[src/rtl/yblock_seq_ctrl_if.sv]
// Host-side bundle for the yblock sequencer: configuration-buffer writes,
// start/run commands and the result/status handshake.
interface yblock_seq_ctrl_if;
  logic        cfg_we;
  logic [3:0]  cfg_addr;
  logic [15:0] cfg_wdata;
  logic        start;
  logic        run_go;
  logic [31:0] run_in;
  logic        busy;
  logic        cfg_done;
  logic        res_valid;
  logic [47:0] res_data;
  logic        res_timeout;

  // Host side: issues commands, observes status and results
  modport master (
    output cfg_we, cfg_addr, cfg_wdata, start, run_go, run_in,
    input  busy, cfg_done, res_valid, res_data, res_timeout
  );

  // Sequencer side
  modport slave (
    input  cfg_we, cfg_addr, cfg_wdata, start, run_go, run_in,
    output busy, cfg_done, res_valid, res_data, res_timeout
  );
endinterface

[src/rtl/yblock_seq_ctrl.sv]
// Sequencer for one 16x16 yblock: resets the block, loads the configuration
// buffer word by word (highest index first) with a setup/strobe/hold pattern,
// then applies input vectors and returns the block outputs once they have
// settled (or when the settle budget runs out).
module yblock_seq_ctrl #(
  parameter int NWORDS        = 16,
  parameter int RST_CYCLES    = 4,
  parameter int PHASE_CYCLES  = 2,
  parameter int STABLE_CYCLES = 3,
  parameter int TIMEOUT       = 64
) (
  input  logic                   wb_clk_i,
  input  logic                   wb_rst_i,
  yblock_seq_ctrl_if.slave       host,
  output logic                   blk_reset,
  output logic                   blk_cfg_en,
  output logic [15:0]            blk_hdata,
  output logic [31:0]            blk_vdata,
  input  logic [47:0]            blk_out
);

  localparam int IDX_W = (NWORDS > 1) ? $clog2(NWORDS) : 1;

  typedef enum logic [2:0] {
    S_IDLE   = 3'd0,
    S_RESET  = 3'd1,
    S_SETUP  = 3'd2,
    S_STROBE = 3'd3,
    S_HOLD   = 3'd4,
    S_READY  = 3'd5,
    S_APPLY  = 3'd6
  } state_t;

  state_t             state_q, state_d;
  logic [15:0]        phase_cnt_q, phase_cnt_d;
  logic [IDX_W-1:0]   idx_q, idx_d;
  logic [15:0]        apply_cnt_q, apply_cnt_d;
  logic [15:0]        stab_cnt_q, stab_cnt_d;
  logic [15:0]        buf_q [NWORDS];

  // blk_out is asynchronous to wb_clk_i; sync_out_q is the only version used
  logic [47:0]        sync1_q, sync_out_q, sync_prev_q;

  logic               busy_q, busy_d;
  logic               cfg_done_q, cfg_done_d;
  logic               res_valid_q, res_valid_d;
  logic [47:0]        res_data_q, res_data_d;
  logic               res_timeout_q, res_timeout_d;
  logic               blk_reset_q, blk_reset_d;
  logic               blk_cfg_en_q, blk_cfg_en_d;
  logic [15:0]        blk_hdata_q, blk_hdata_d;
  logic [31:0]        blk_vdata_q, blk_vdata_d;

  // Configuration buffer: host writes land only while the sequencer is not busy
  always_ff @(posedge wb_clk_i) begin
    if (wb_rst_i) begin
      for (int i = 0; i < NWORDS; i++) begin
        buf_q[i] <= 16'h0000;
      end
    end else if (host.cfg_we && !busy_q && (int'(host.cfg_addr) < NWORDS)) begin
      buf_q[host.cfg_addr[IDX_W-1:0]] <= host.cfg_wdata;
    end
  end

  // Next-state, counters and next values of all registered outputs
  always_comb begin
    state_d       = state_q;
    phase_cnt_d   = phase_cnt_q;
    idx_d         = idx_q;
    apply_cnt_d   = apply_cnt_q;
    stab_cnt_d    = stab_cnt_q;
    res_valid_d   = 1'b0;
    res_data_d    = res_data_q;
    res_timeout_d = res_timeout_q;
    blk_vdata_d   = blk_vdata_q;

    case (state_q)
      S_IDLE: begin
        if (host.start) begin
          state_d     = S_RESET;
          phase_cnt_d = 16'd0;
        end else begin
          state_d = S_IDLE;
        end
      end
      S_RESET: begin
        if (phase_cnt_q == 16'(RST_CYCLES - 1)) begin
          state_d     = S_SETUP;
          phase_cnt_d = 16'd0;
          idx_d       = IDX_W'(NWORDS - 1);
        end else begin
          phase_cnt_d = phase_cnt_q + 16'd1;
        end
      end
      S_SETUP: begin
        if (phase_cnt_q == 16'(PHASE_CYCLES - 1)) begin
          state_d     = S_STROBE;
          phase_cnt_d = 16'd0;
        end else begin
          phase_cnt_d = phase_cnt_q + 16'd1;
        end
      end
      S_STROBE: begin
        if (phase_cnt_q == 16'(PHASE_CYCLES - 1)) begin
          state_d     = S_HOLD;
          phase_cnt_d = 16'd0;
        end else begin
          phase_cnt_d = phase_cnt_q + 16'd1;
        end
      end
      S_HOLD: begin
        if (phase_cnt_q == 16'(PHASE_CYCLES - 1)) begin
          phase_cnt_d = 16'd0;
          if (idx_q != '0) begin
            idx_d   = idx_q - IDX_W'(1);
            state_d = S_SETUP;
          end else begin
            state_d = S_READY;
          end
        end else begin
          phase_cnt_d = phase_cnt_q + 16'd1;
        end
      end
      S_READY: begin
        // start wins over run_go: reconfiguration leaves blk_vdata untouched
        if (host.start) begin
          state_d     = S_RESET;
          phase_cnt_d = 16'd0;
        end else if (host.run_go) begin
          state_d     = S_APPLY;
          apply_cnt_d = 16'd0;
          stab_cnt_d  = 16'd0;
          blk_vdata_d = host.run_in;
        end else begin
          state_d = S_READY;
        end
      end
      S_APPLY: begin
        apply_cnt_d = apply_cnt_q + 16'd1;
        // First two cycles are blanking while the new vector ripples through
        if (apply_cnt_q >= 16'd2) begin
          if (sync_out_q == sync_prev_q) begin
            stab_cnt_d = stab_cnt_q + 16'd1;
          end else begin
            stab_cnt_d = 16'd0;
          end
        end else begin
          stab_cnt_d = 16'd0;
        end
        // A settled result beats a timeout landing in the same cycle
        if (stab_cnt_d == 16'(STABLE_CYCLES)) begin
          state_d       = S_READY;
          res_valid_d   = 1'b1;
          res_data_d    = sync_out_q;
          res_timeout_d = 1'b0;
        end else if (apply_cnt_q == 16'(TIMEOUT - 1)) begin
          state_d       = S_READY;
          res_valid_d   = 1'b1;
          res_data_d    = sync_out_q;
          res_timeout_d = 1'b1;
        end else begin
          state_d = S_APPLY;
        end
      end
      default: begin
        state_d = S_IDLE;
      end
    endcase

    busy_d       = (state_d == S_RESET) || (state_d == S_SETUP) || (state_d == S_STROBE) ||
                   (state_d == S_HOLD)  || (state_d == S_APPLY);
    cfg_done_d   = (state_d == S_READY) || (state_d == S_APPLY);
    blk_reset_d  = (state_d == S_RESET);
    blk_cfg_en_d = (state_d == S_STROBE);
    // idx only moves on HOLD->SETUP and the buffer is frozen while busy,
    // so the presented word changes only on SETUP entry
    if ((state_d == S_SETUP) || (state_d == S_STROBE) || (state_d == S_HOLD)) begin
      blk_hdata_d = buf_q[idx_d];
    end else begin
      blk_hdata_d = 16'h0000;
    end
  end

  // State, counters, synchronizer and registered outputs
  always_ff @(posedge wb_clk_i) begin
    if (wb_rst_i) begin
      state_q       <= S_IDLE;
      phase_cnt_q   <= 16'd0;
      idx_q         <= '0;
      apply_cnt_q   <= 16'd0;
      stab_cnt_q    <= 16'd0;
      sync1_q       <= 48'd0;
      sync_out_q    <= 48'd0;
      sync_prev_q   <= 48'd0;
      busy_q        <= 1'b0;
      cfg_done_q    <= 1'b0;
      res_valid_q   <= 1'b0;
      res_data_q    <= 48'd0;
      res_timeout_q <= 1'b0;
      blk_reset_q   <= 1'b0;
      blk_cfg_en_q  <= 1'b0;
      blk_hdata_q   <= 16'h0000;
      blk_vdata_q   <= 32'd0;
    end else begin
      state_q       <= state_d;
      phase_cnt_q   <= phase_cnt_d;
      idx_q         <= idx_d;
      apply_cnt_q   <= apply_cnt_d;
      stab_cnt_q    <= stab_cnt_d;
      sync1_q       <= blk_out;
      sync_out_q    <= sync1_q;
      sync_prev_q   <= sync_out_q;
      busy_q        <= busy_d;
      cfg_done_q    <= cfg_done_d;
      res_valid_q   <= res_valid_d;
      res_data_q    <= res_data_d;
      res_timeout_q <= res_timeout_d;
      blk_reset_q   <= blk_reset_d;
      blk_cfg_en_q  <= blk_cfg_en_d;
      blk_hdata_q   <= blk_hdata_d;
      blk_vdata_q   <= blk_vdata_d;
    end
  end

  assign host.busy        = busy_q;
  assign host.cfg_done    = cfg_done_q;
  assign host.res_valid   = res_valid_q;
  assign host.res_data    = res_data_q;
  assign host.res_timeout = res_timeout_q;
  assign blk_reset        = blk_reset_q;
  assign blk_cfg_en       = blk_cfg_en_q;
  assign blk_hdata        = blk_hdata_q;
  assign blk_vdata        = blk_vdata_q;

endmodule

[src/flat_wrapper.sv]
// flat-port wrapper written by rule: the top's interface ports become plain ports
module yblock_seq_ctrl_flat 
#(
  parameter int NWORDS        = 16,
  parameter int RST_CYCLES    = 4,
  parameter int PHASE_CYCLES  = 2,
  parameter int STABLE_CYCLES = 3,
  parameter int TIMEOUT       = 64
)
  (wb_clk_i, wb_rst_i, blk_reset, blk_cfg_en, blk_hdata, blk_vdata, blk_out, host_cfg_we, host_cfg_addr, host_cfg_wdata, host_start, host_run_go, host_run_in, host_busy, host_cfg_done, host_res_valid, host_res_data, host_res_timeout);
  yblock_seq_ctrl_if host_i ();
  input  logic wb_clk_i;
  input  logic wb_rst_i;
  output logic blk_reset;
  output logic blk_cfg_en;
  output logic [15:0] blk_hdata;
  output logic [31:0] blk_vdata;
  input  logic [47:0] blk_out;
  input wire logic [$bits(host_i.cfg_we)-1:0] host_cfg_we;
  input wire logic [$bits(host_i.cfg_addr)-1:0] host_cfg_addr;
  input wire logic [$bits(host_i.cfg_wdata)-1:0] host_cfg_wdata;
  input wire logic [$bits(host_i.start)-1:0] host_start;
  input wire logic [$bits(host_i.run_go)-1:0] host_run_go;
  input wire logic [$bits(host_i.run_in)-1:0] host_run_in;
  output wire logic [$bits(host_i.busy)-1:0] host_busy;
  output wire logic [$bits(host_i.cfg_done)-1:0] host_cfg_done;
  output wire logic [$bits(host_i.res_valid)-1:0] host_res_valid;
  output wire logic [$bits(host_i.res_data)-1:0] host_res_data;
  output wire logic [$bits(host_i.res_timeout)-1:0] host_res_timeout;
  assign host_i.cfg_we = host_cfg_we;
  assign host_i.cfg_addr = host_cfg_addr;
  assign host_i.cfg_wdata = host_cfg_wdata;
  assign host_i.start = host_start;
  assign host_i.run_go = host_run_go;
  assign host_i.run_in = host_run_in;
  assign host_busy = host_i.busy;
  assign host_cfg_done = host_i.cfg_done;
  assign host_res_valid = host_i.res_valid;
  assign host_res_data = host_i.res_data;
  assign host_res_timeout = host_i.res_timeout;
  yblock_seq_ctrl #(.NWORDS(NWORDS), .RST_CYCLES(RST_CYCLES), .PHASE_CYCLES(PHASE_CYCLES), .STABLE_CYCLES(STABLE_CYCLES), .TIMEOUT(TIMEOUT)) u_core (.wb_clk_i(wb_clk_i), .wb_rst_i(wb_rst_i), .host(host_i), .blk_reset(blk_reset), .blk_cfg_en(blk_cfg_en), .blk_hdata(blk_hdata), .blk_vdata(blk_vdata), .blk_out(blk_out));
endmodule
[config.mk]
export PLATFORM = sky130hd
export DESIGN_NAME = yblock_seq_ctrl_flat
export DESIGN_NICKNAME = d
export VERILOG_FILES = /design/src/rtl/yblock_seq_ctrl_if.sv /design/src/rtl/yblock_seq_ctrl.sv /design/src/flat_wrapper.sv
export SDC_FILE = /design/constraint.sdc
export NUM_CORES = 1
export LEC_CHECK = 0
export BUFFER_PORTS_ARGS = -buffer_cell sky130_fd_sc_hd__buf_2
export CORE_MARGIN = 2
export CORE_UTILIZATION = 55
export CTS_CLUSTER_DIAMETER = 80
export DETAILED_ROUTE_END_ITERATION = 10
export PLACE_DENSITY = 0.74
export SLEW_MARGIN = 10
export SYNTH_ARGS = -nofsm -noshare
export SYNTH_HDL_FRONTEND = slang
export SYNTH_SLANG_ARGS = --single-unit
export TNS_END_PERCENT = 10
[constraint.sdc]
create_clock -name wb_clk_i -period 3.2 [get_ports wb_clk_i]
set_input_delay 0.32 -clock wb_clk_i [delete_from_list [all_inputs] [get_ports wb_clk_i]]
set_output_delay 0.32 -clock wb_clk_i [all_outputs]
set_load 0.02 [all_outputs]
---- Word-level counts from Yosys, hierarchy flattened ----
Memories as Yosys holds them, arrays and structs flattened. A register that Yosys moved wholly into a read port is not among the register bits.
Index checks and enable logic that the tools add are counted.
storage, ports and cells
  register bits ........................... 285
  word-level logic and storage cells ...... 108
  memories ................................ 1
  bits in writable memories ............... 256
  input bits .............................. 105
  output and inout port bits .............. 102
memories
  memory        depth  bits a word  read ports  clocked after memory_dff  wr ports  RTL line               source
  u_core.buf_q  16     16           1           1                         16        yblock_seq_ctrl.sv:39  logic [15:0] buf_q [NWORDS];
operators by class
  bitwise operators ....................... 3
  multiplexer cells ....................... 40
  magnitude comparators ................... 1
  eq/ne operators ......................... 20
  reduce and logical (&&, ||, !) cells .... 23
  $add $sub $neg .......................... 4
operators with widths
  operator                                                            number
  two-way mux 16 bit                                                  9
  two-way mux 48 bit                                                  2
  one-hot mux 16 bit (2 select lines)                                 2
  adder 16 x 1 -> 16 bit, second input constant                       3
  equality test 48 bit                                                1
  one-hot mux 16 bit (3 select lines)                                 1
  equality test 16 x 2 -> 1 bit, second input constant                2
  two-way mux 3 bit                                                   7
  one-hot mux 3 bit (7 select lines)                                  1
  equality test 3 bit, second input constant                          6
  equality test 16 x 1 -> 1 bit, second input constant                1
  equality test 16 x 6 -> 1 bit, second input constant                1
  greater-or-equal comparator 16 x 2 -> 1 bit, second input constant  1
  two-way mux 4 bit                                                   4
  OR reduction 16 bit                                                 1
  equality test 3 x 2 -> 1 bit, second input constant                 4
  two-way mux 1 bit                                                   11
  one-hot mux 4 bit (2 select lines)                                  1
  logical OR 1 bit                                                    7
  equality test 3 x 1 -> 1 bit, second input constant                 2
  AND reduction 3 bit                                                 2
  OR reduction 2 bit                                                  3
  two-way mux 2 bit                                                   2
  inequality test 2 bit, second input constant                        2
  11 further kinds                                                    15

---- Longest topological paths before layout ----
Gate-level depths: netlist of run 1.
  depth in word-level cells ............... 12
  gate-level depth with buffers ........... 14
  gate-level depth less buffers ........... 9

---- Worst setup path before layout of run 1 ----
OpenSTA, ideal clock, no wires.
  kind .................................... register -> register
  from .................................... register u_core.phase_cnt_q[0]
  to ...................................... register u_core.blk_hdata_q[3] (netlist: u_core.blk_hdata[3]) (read register of u_core.buf_q)
  data arrival time ....................... 2534 ps
  cell stages (with the launch flop) ...... 14
  path buffers ............................ 5
  slack ................................... 531 ps
  data required time ...................... 3064 ps
  setup time .............................. 136 ps
  cell sequence ........................... dfxtp_1 -> ha_1 -> nor3b_1 -> and4_1 -> buf_4 -> a31oi_1 -> or3_1 -> buf_2 -> buf_6 -> buf_2 -> buf_6 -> nor3_1 -> o32a_1 -> o32ai_1
between the ends
  word-level cells in the longest chain between the ends .. 8
  elaborated cells between the ends (all ways) .. 17
  those cells by class .................... eq/ne: 5; mux: 8; bitwise: 1; reduce/logical: 3
RTL lines
  element                                                                         RTL line                source
  from (decl)                                                                     yblock_seq_ctrl.sv:35   logic [15:0] phase_cnt_q, phase_cnt_d;
  from (signal assigned)                                                          yblock_seq_ctrl.sv:206  phase_cnt_q <= phase_cnt_d;
  equality test 16 x 1 -> 1 bit or equality test 16 x 2 -> 1 bit (tied branches)  -
  two-way mux 3 bit, on equally long branches                                     -
  one-hot mux 3 bit (7 select lines)                                              yblock_seq_ctrl.sv:77   case (state_q)
  equality test 3 x 2 -> 1 bit                                                    yblock_seq_ctrl.sv:177  if ((state_d == S_SETUP) || (state_d == S_STROBE) || (state_d == S_HOLD)) begin
  logical OR 1 bit (2 in series)                                                  yblock_seq_ctrl.sv:177
  inverter 1 bit (no line)                                                        -
  OR reduction 2 bit (no line)                                                    -
  to (decl)                                                                       yblock_seq_ctrl.sv:51   logic [15:0] blk_hdata_q, blk_hdata_d;
Parallel ways exist; a longest one is shown, timed or not.
A chain may end at the register's enable or synchronous reset.

---- Final worst setup path of run 1 ----
  from .................................... register u_core.phase_cnt_q[1]
  to ...................................... register u_core.blk_hdata_q[2] (netlist: u_core.blk_hdata[2]) (read register of u_core.buf_q)
Same word-level chain as after synthesis.

==> results of run 1 <==
## power groups by stage
stage / Sequential, mW / Clock [mW] / Combinational, mW
2_1_floorplan: 7.85 / 0 / 0.392
3_3_place_gp: 7.87 / 0 / 0.657
3_5_place_dp: 7.87 / 0 / 0.675
4_1_cts: 7.72 / 6.79 / 0.754
5_1_grt: 7.74 / 7.07 / 0.839
6_report: 7.73 / 6.72 / 0.784
## worst register-to-register path: cells and delay by family (launching register included)
kind                     cells  cell delay [ns]
AO/OA/AOI/OAI                3             0.77
buffers and inverters        3             0.47
adder cells (fa/ha/maj)      1             0.14
AND/OR/NAND/NOR              4             1.28
flip-flops                   1             0.34
## final timing paths
path | endpoint | slack [ns]
min reg2reg | u_core.sync_out_q[20] | 0.42
max reg2reg | u_core.blk_hdata[2] | 0.09
max | u_core.blk_hdata[2] | 0.09
min | u_core.buf_q[10][4] | 0.21
## flip-flops by register name (all words and copies together) (netlist names)
signal / cells
u_core.apply_cnt_q: 16
u_core.blk_cfg_en: 1
u_core.blk_hdata: 16
u_core.blk_reset: 1
u_core.blk_vdata: 32
u_core.buf_q: 256
u_core.host.busy: 1
u_core.host.cfg_done: 1
u_core.host.res_data: 48
u_core.host.res_timeout: 1
u_core.host.res_valid: 1
u_core.idx_q: 4
u_core.phase_cnt_q: 16
u_core.stab_cnt_q: 16
u_core.state_q: 3
u_core.sync1_q: 48
u_core.sync_out_q: 48
u_core.sync_prev_q: 48
## repair_timing
action                                 4_1_cts  5_1_grt
pin swaps                                    0        1
resized for setup                            2       17
endpoints found under the hold margin       80        0
hold buffers                                80        0
gates cloned                                 0        2
setup endpoints to repair                    2       17
buffers inserted                             0        2
## area by class of cell
cell class                      instances  area (sq um)  area share, %
Antenna cell                            1          2.50        0.00885
Tap cell                              539           674           2.39
Sequential cell                       557         13700           48.5
Timing Repair Buffer                  365          2730           9.64
Multi-Input combinational cell       1372          9180           32.5
Clock inverter                         30           324           1.15
Clock buffer                           74          1600           5.68
Inverter                               11          41.3          0.146
## cells in the mapped netlist (all sizes together), types with 23 or more instances
cell	n
nor2b	196
a21oi	60
o31a	64
buf	54
mux2	48
xor2	64
or4	36
nor2	70
nor4	99
o21ai	23
nand2	96
nor3	80
edfxtp	256
and2	260
clkbuf	118
dfxtp	301
a2111oi	65
## cell families after synthesis
family | synth area share (%)
DFF | 58.2
and+or+nand+nor | 23.8
muxes | 2.42
xor gates and xnor gates | 2.75
adders and majority gates | 0.318
buffers and inverters | 3.35
AOI/OAI and AO/OA | 9.25
## metal layers
metal | GRT usage [%] | vias to the layer above | wire length (microns)
met5 | 0 | - | 0
met4 | 8.77 | 0 | 1360
met3 | 5.23 | 95 | 5080
met2 | 43.5 | 780 | 28600
met1 | 36.8 | 8592 | 26300
li1 | - | 8147 | -
## placed cells by master, fill, tap and decap left out, drive strengths merged, types with 48 or more instances in the layout
| cell | count |
|---|---|
| mux2 | 48 |
| buf | 282 |
| xor2 | 64 |
| a2111oi | 65 |
| nor4 | 99 |
| nor2 | 70 |
| dfxtp | 301 |
| nor2b | 196 |
| o31a | 64 |
| edfxtp | 256 |
| nand2 | 96 |
| a21oi | 60 |
| clkbuf | 77 |
| nor3 | 80 |
| dlygate4sd3 | 80 |
| and2 | 260 |
## per-stage QoR
step           hold WS (ns)  instances
4_1_cts               0.177       2944
3_5_place_dp          0.420       2760
6_report              0.205       2949
2_1_floorplan         0.403       2112
5_1_grt               0.227       2949
3_3_place_gp          0.418       2760
==> metrics.md, run 1 <==
| Metric | Value |
|---|---|
| Status | finished clean |
| Cell-internal power | around 12 mW |
| Total of max-cap violations | 0 |
| Fin crit share | 97.2% |
| Ys async rst share | 0% |
| Top-area cell type share of the netlist area | 32.6% |
| DR pass1 iterations | 5 |
| PortBufs | 206 |
| Hpwl dp | approximately 38000 microns |
| CP peak stage delay | approximately 0.58 ns |
| Layout cells sized above 1 | around a fifth |
| Switch share | around 22% |
| Min Clock Period, post-route | 3.11 ns |
| H-tree depth | 2 |
| Synthesized Nets | 2223 |
| Clk pwr share | approximately 44% |
| Die area | 0.0445 sq mm |
| Buf+Inv Stages, Crit Path | 3 |
| Tot Pwr | 15.2 mW |
| WP depth | 11 |
| Chip width | 211 microns |
| Syn_area_per_cell | 11.2 sq um |
| Chip Height | 211 microns |
| Synth Flop Type | dfxtp_1 |
| Largest net degree at the start of global routing | 182 |
| Gate Count Post-Synth | 2112 |
| FP Rows | 75 |
| Max transition margin | 40.5% |
| Max Transition Viols Final | 0 |
| Least-Margin Pin Slew | around 0.9 ns |
| F_max | 322 MHz |
| Gate power share | 5.1% |
| Placed Area | 0.0254 sq mm |
| Slowest stage cell, crit path | or3_2 |
| Global-route usage over all layers | 27.0% |
| Num CTS Buffers | 55 |
| First-pass GRT wire length | 94500 microns |
| Worst Hold Depth | 2 |
| Netlist Area Pre-Place | approximately 0.024 sq mm |
| Clock skew | 0.0380 ns |
| Area leader, netlist | edfxtp_1 |
| Vias | 17600 |
| DR vias/cell | ~6 |
| Starting Density | 56.0% |
| Pwr dens | 539 mW/mm^2 |
| Final GP Congestion | around 0.90 |
| Arrival @ worst endpoint | 3.62 ns |
| Final Hold Vio Count | 0 |
| Flops & latches, synth | between 500 and 600 |
| DRC | 0 |
| Skew-Pair Late Insertion Delay | roughly 0.64 ns |
| Fin Setup TNS | 0 ns |
| Synth-to-Final Area Change | 19.9% |
| CP Launch Type | register |
| Number of flops mapped to enable cells by yosys | 256 |
| Reg2Reg Depth | 11 |
| Reg power frac | 50.7% |
| Clk root buf | clkbuf_16 |
| Worst-path clk slew | 0.06 ns |
| Routed WL | approximately 61000 microns |
| CTS tree | done |
| Critical Path RT | between 3 and 4 ns |
| Net Sw Power | 3.38 mW |
| Core Box Area | 0.0421 sq mm |
| IR drop worst, VDD | 0.000502 V |
| Critical Path Source | u_core.phase_cnt_q[1] |
| Count of cell types in the netlist | 61 |
| Initial antenna violation count | 2 |
| DP Worst Slack | 0.00957 ns |
| Synth top area cells | edfxtp_1, dfxtp_1, and2_1 |
| Vias in the first global route | 17200 |
| Core Util, Final | 67.1% |
| Lkg Pwr | 11.0 nW |
| Initial drt markers | 2053 |
| Nets | 2473 |
| Critical path peak fanout | between 40 and 50 |
| CTS Buffer Depth | 3 |
| Hold Path Class | in -> reg |
| Design area | 0.0283 sq mm |
| Setup Viol. Count Final | 0 |
| I/O pins | 207 |
| Final ANT Viol Nets | 0 |
| Crit Reg-Reg Startpoint | u_core.phase_cnt_q[1] |
| Worst path cell trace | inv_1 -> ha_1 -> nor3b_2 -> and4_1 -> a31oi_1 -> or3_2 -> buf_12 -> a2111oi_1 -> buf_4 -> or4_1 -> o32ai_1 |
| Register area share after synthesis | 58.2% |
| Warnings from Yosys | 0 |
| Critical Path End Type | register |
| Critical path type | reg -> reg |
| Total gr overflow | 0 |
| Wire per inst | around 21 microns |
| Sink Count | 557 |
| Largest delay share family, worst path | simple AND/OR/NAND/NOR gates |
| Worst hold start | host_cfg_wdata[4] |
| Filler cells | 2961 |
| Final worst setup slack | 0.0899 ns |
Power figures use the tool's default switching activity.
==> run 2, diff against run 1 <==
- MAX_ROUTING_LAYER: default -> met4
- SKIP_CTS_REPAIR_TIMING: default -> 1
==> run 2 against run 1 <==
Compared with the run above: register-to-register slack improved by 0.06 ns; clock skew decreased by 0.0059 ns; hold slack improved by 0.026 ns; worst setup slack improved by 0.059 ns; total power increased by 1.9%; utilization decreased by 0.089 points; critical endpoint is now u_core.blk_hdata[8].
==> metrics.md, run 2 (synthesized netlist as in run 1, its figures left out) <==
| Metric | Value |
|---|---|
| Setup Viol. Count Final | 0 |
| Final GP Congestion | between 0.9 and 1 |
| Critical Path RT | around 3.7 ns |
| Least-Margin Pin Slew | 1.02 ns |
| Final worst setup slack | 0.149 ns |
| Final Hold Vio Count | 0 |
| Fin crit share | 95.3% |
| First-pass GRT wire length | 91200 microns |
| Wire per inst | 20.8 microns |
| Fin Setup TNS | 0 ns |
| Min Clock Period, post-route | 3.05 ns |
| Skew-Pair Late Insertion Delay | 0.62 ns |
| Vias in the first global route | 16700 |
| Gate power share | 5.0% |
| DP Cell Count | 2759 |
| Slowest stage cell, crit path | or4_1 |
| Switch share | 22.0% |
| RR Endpoint | u_core.blk_hdata[8] |
| Arrival @ worst endpoint | around 3.6 ns |
| Net Sw Power | 3.41 mW |
| Hold slack | 0.232 ns |
| Max transition margin | ~32% |
| Reg2Reg Depth | 10 |
| IR drop worst, VDD | between 0.0005 and 0.0006 V |
| Top register by number of flip-flops | u_core.buf_q |
| Clock skew | 0.0321 ns |
| Starting Density | 56.0% |
| Setup slack, reg-to-reg | 0.15 ns |
| Global-route usage over all layers | 26.9% |
| Critical Path End Type | register |
| Most common cell after layout, fill and taps aside | dfxtp_1 |
| Reg power frac | about half |
| Chip Height | 211 microns |
| Sink Count | around 560 |
| Initial drt markers | 2134 |
| Total gr overflow | 0 |
| Core Util, Final | 67.0% |
| Initial antenna violation count | 6 |
| DRC | 0 |
| WHS Endpoint | u_core.buf_q[5][13] |
| Die area | 0.0445 sq mm |
| CTS tree | done |
| Hold Path Class | in -> reg |
| Clk pwr share | 45.2% |
| Nets | 2471 |
| Core Box Area | roughly 0.042 sq mm |
| Num CTS Buffers | 56 |
| Critical path type | reg -> reg |
| Critical path peak fanout | 57 |
| Final non-filler cell total | 2951 |
| Max Transition Viols Final | 0 |
| Clk root buf | clkbuf_16 |
| FP Rows | 75 |
| Worst-path clk slew | 0.06 ns |
| Worst Hold Depth | 2 |
| Commonest non-fill, non-tap cells in the layout | dfxtp_1, and2_1, edfxtp_1, buf_2, nor2b_1 |
| Largest delay share family, worst path | simple AND/OR/NAND/NOR gates |
| Crit Reg-Reg Startpoint | u_core.idx_q[0] |
| Synth-to-Final Area Change | 19.7% |
| DR vias/cell | 5.95 |
| Status | finished clean |
| Lkg Pwr | between 10 and 15 nW |
| Pwr dens | between 500 and 600 mW/mm^2 |
| Chip width | 211 microns |
| DP Worst Slack | -0.0252 ns |
| CTS Buffer Depth | 3 |
| Buf+Inv Stages, Crit Path | 2 |
| Flip-flop count of the largest register, all copies and words added | 256 |
| Total of max-cap violations | 0 |
| Hpwl dp | 38200 microns |
| Final ANT Viol Nets | 0 |
| CP Launch Type | register |
| I/O pins | 207 |
| Cell-internal power | approximately 12 mW |
| Layout cells sized above 1 | 18.8% |
| DR pass1 iterations | 6 |
| Vias | 17500 |
| PortBufs | 206 |
| Largest net degree at the start of global routing | between 150 and 200 |
| Worst hold start | host_cfg_wdata[13] |
| Routed WL | about 60000 microns |
| H-tree depth | 2 |
| F_max | approximately 330 MHz |
| Worst path cell trace | inv_1 -> ha_1 -> nor3b_2 -> nand2b_2 -> o21a_2 -> nor3_4 -> buf_12 -> nor4_1 -> or4_1 -> o32ai_1 |
| CP peak stage delay | 0.60 ns |
[run 2: through the flow]
| step | area, sq um | total power, mW |
|---|---|---|
| floorplan | 23600 | 8.24 |
| global placement | 25300 | 8.53 |
| detailed placement | 25300 | 8.55 |
| CTS | 27300 | 15.5 |
| global route | 28200 | 15.9 |
| finish | 28200 | 15.5 |
[run 2: final cells by class]
type                    instances  area [sq um]
fillers                      2997         13900
flip-flops and latches        557         13700
multi-input cells            1372          9160
repair buffers                362          2620
clock buffers                  74          1580
well taps                     539           674
clock inverters                30           425
inverters                      11          41.3
diodes                          6          15.0
[run 2: metal layers]
metal	track usage, %	vias up	share of wire, %
met5	-	-	0
met4	10.1	0	3.0
met3	5.98	145	8.9
met2	40.4	832	46
li1	-	8143	-
met1	35.8	8427	42
[run 2: how the worst max path moves through the flow]
stage / from / end / slack [ns] / cells after the start
global placement: u_core.sync_out_q[32] / u_core.blk_reset / 0.03 / 10
finish: u_core.idx_q[0] / u_core.blk_hdata[8] / 0.15 / 10
CTS: u_core.sync_out_q[32] / u_core.blk_reset / -0.14 / 10
floorplan: u_core.phase_cnt_q[0] / u_core.blk_hdata[3] / 0.53 / 13
global route: u_core.phase_cnt_q[0] / u_core.blk_hdata[8] / -0.008 / 10
detailed placement: u_core.sync_out_q[32] / u_core.blk_reset / -0.03 / 10
[run 2: worst register-to-register path: cells and delay by family, from the launching register on]
family	cells	cell delay [ns]
AO/OA/AOI/OAI	2	0.51
adder cells (fa/ha/maj)	1	0.23
buffers and inverters	2	0.37
flip-flops	1	0.37
AND/OR/NAND/NOR	5	1.47
[run 2: power by group through the flow]
stage	logic (mW)	registers [mW]	clock network (mW)
global placement	0.650	7.88	0
finish	0.772	7.73	7.01
detailed placement	0.665	7.88	0
global route	0.829	7.75	7.37
floorplan	0.392	7.85	0
CTS	0.671	7.73	7.10
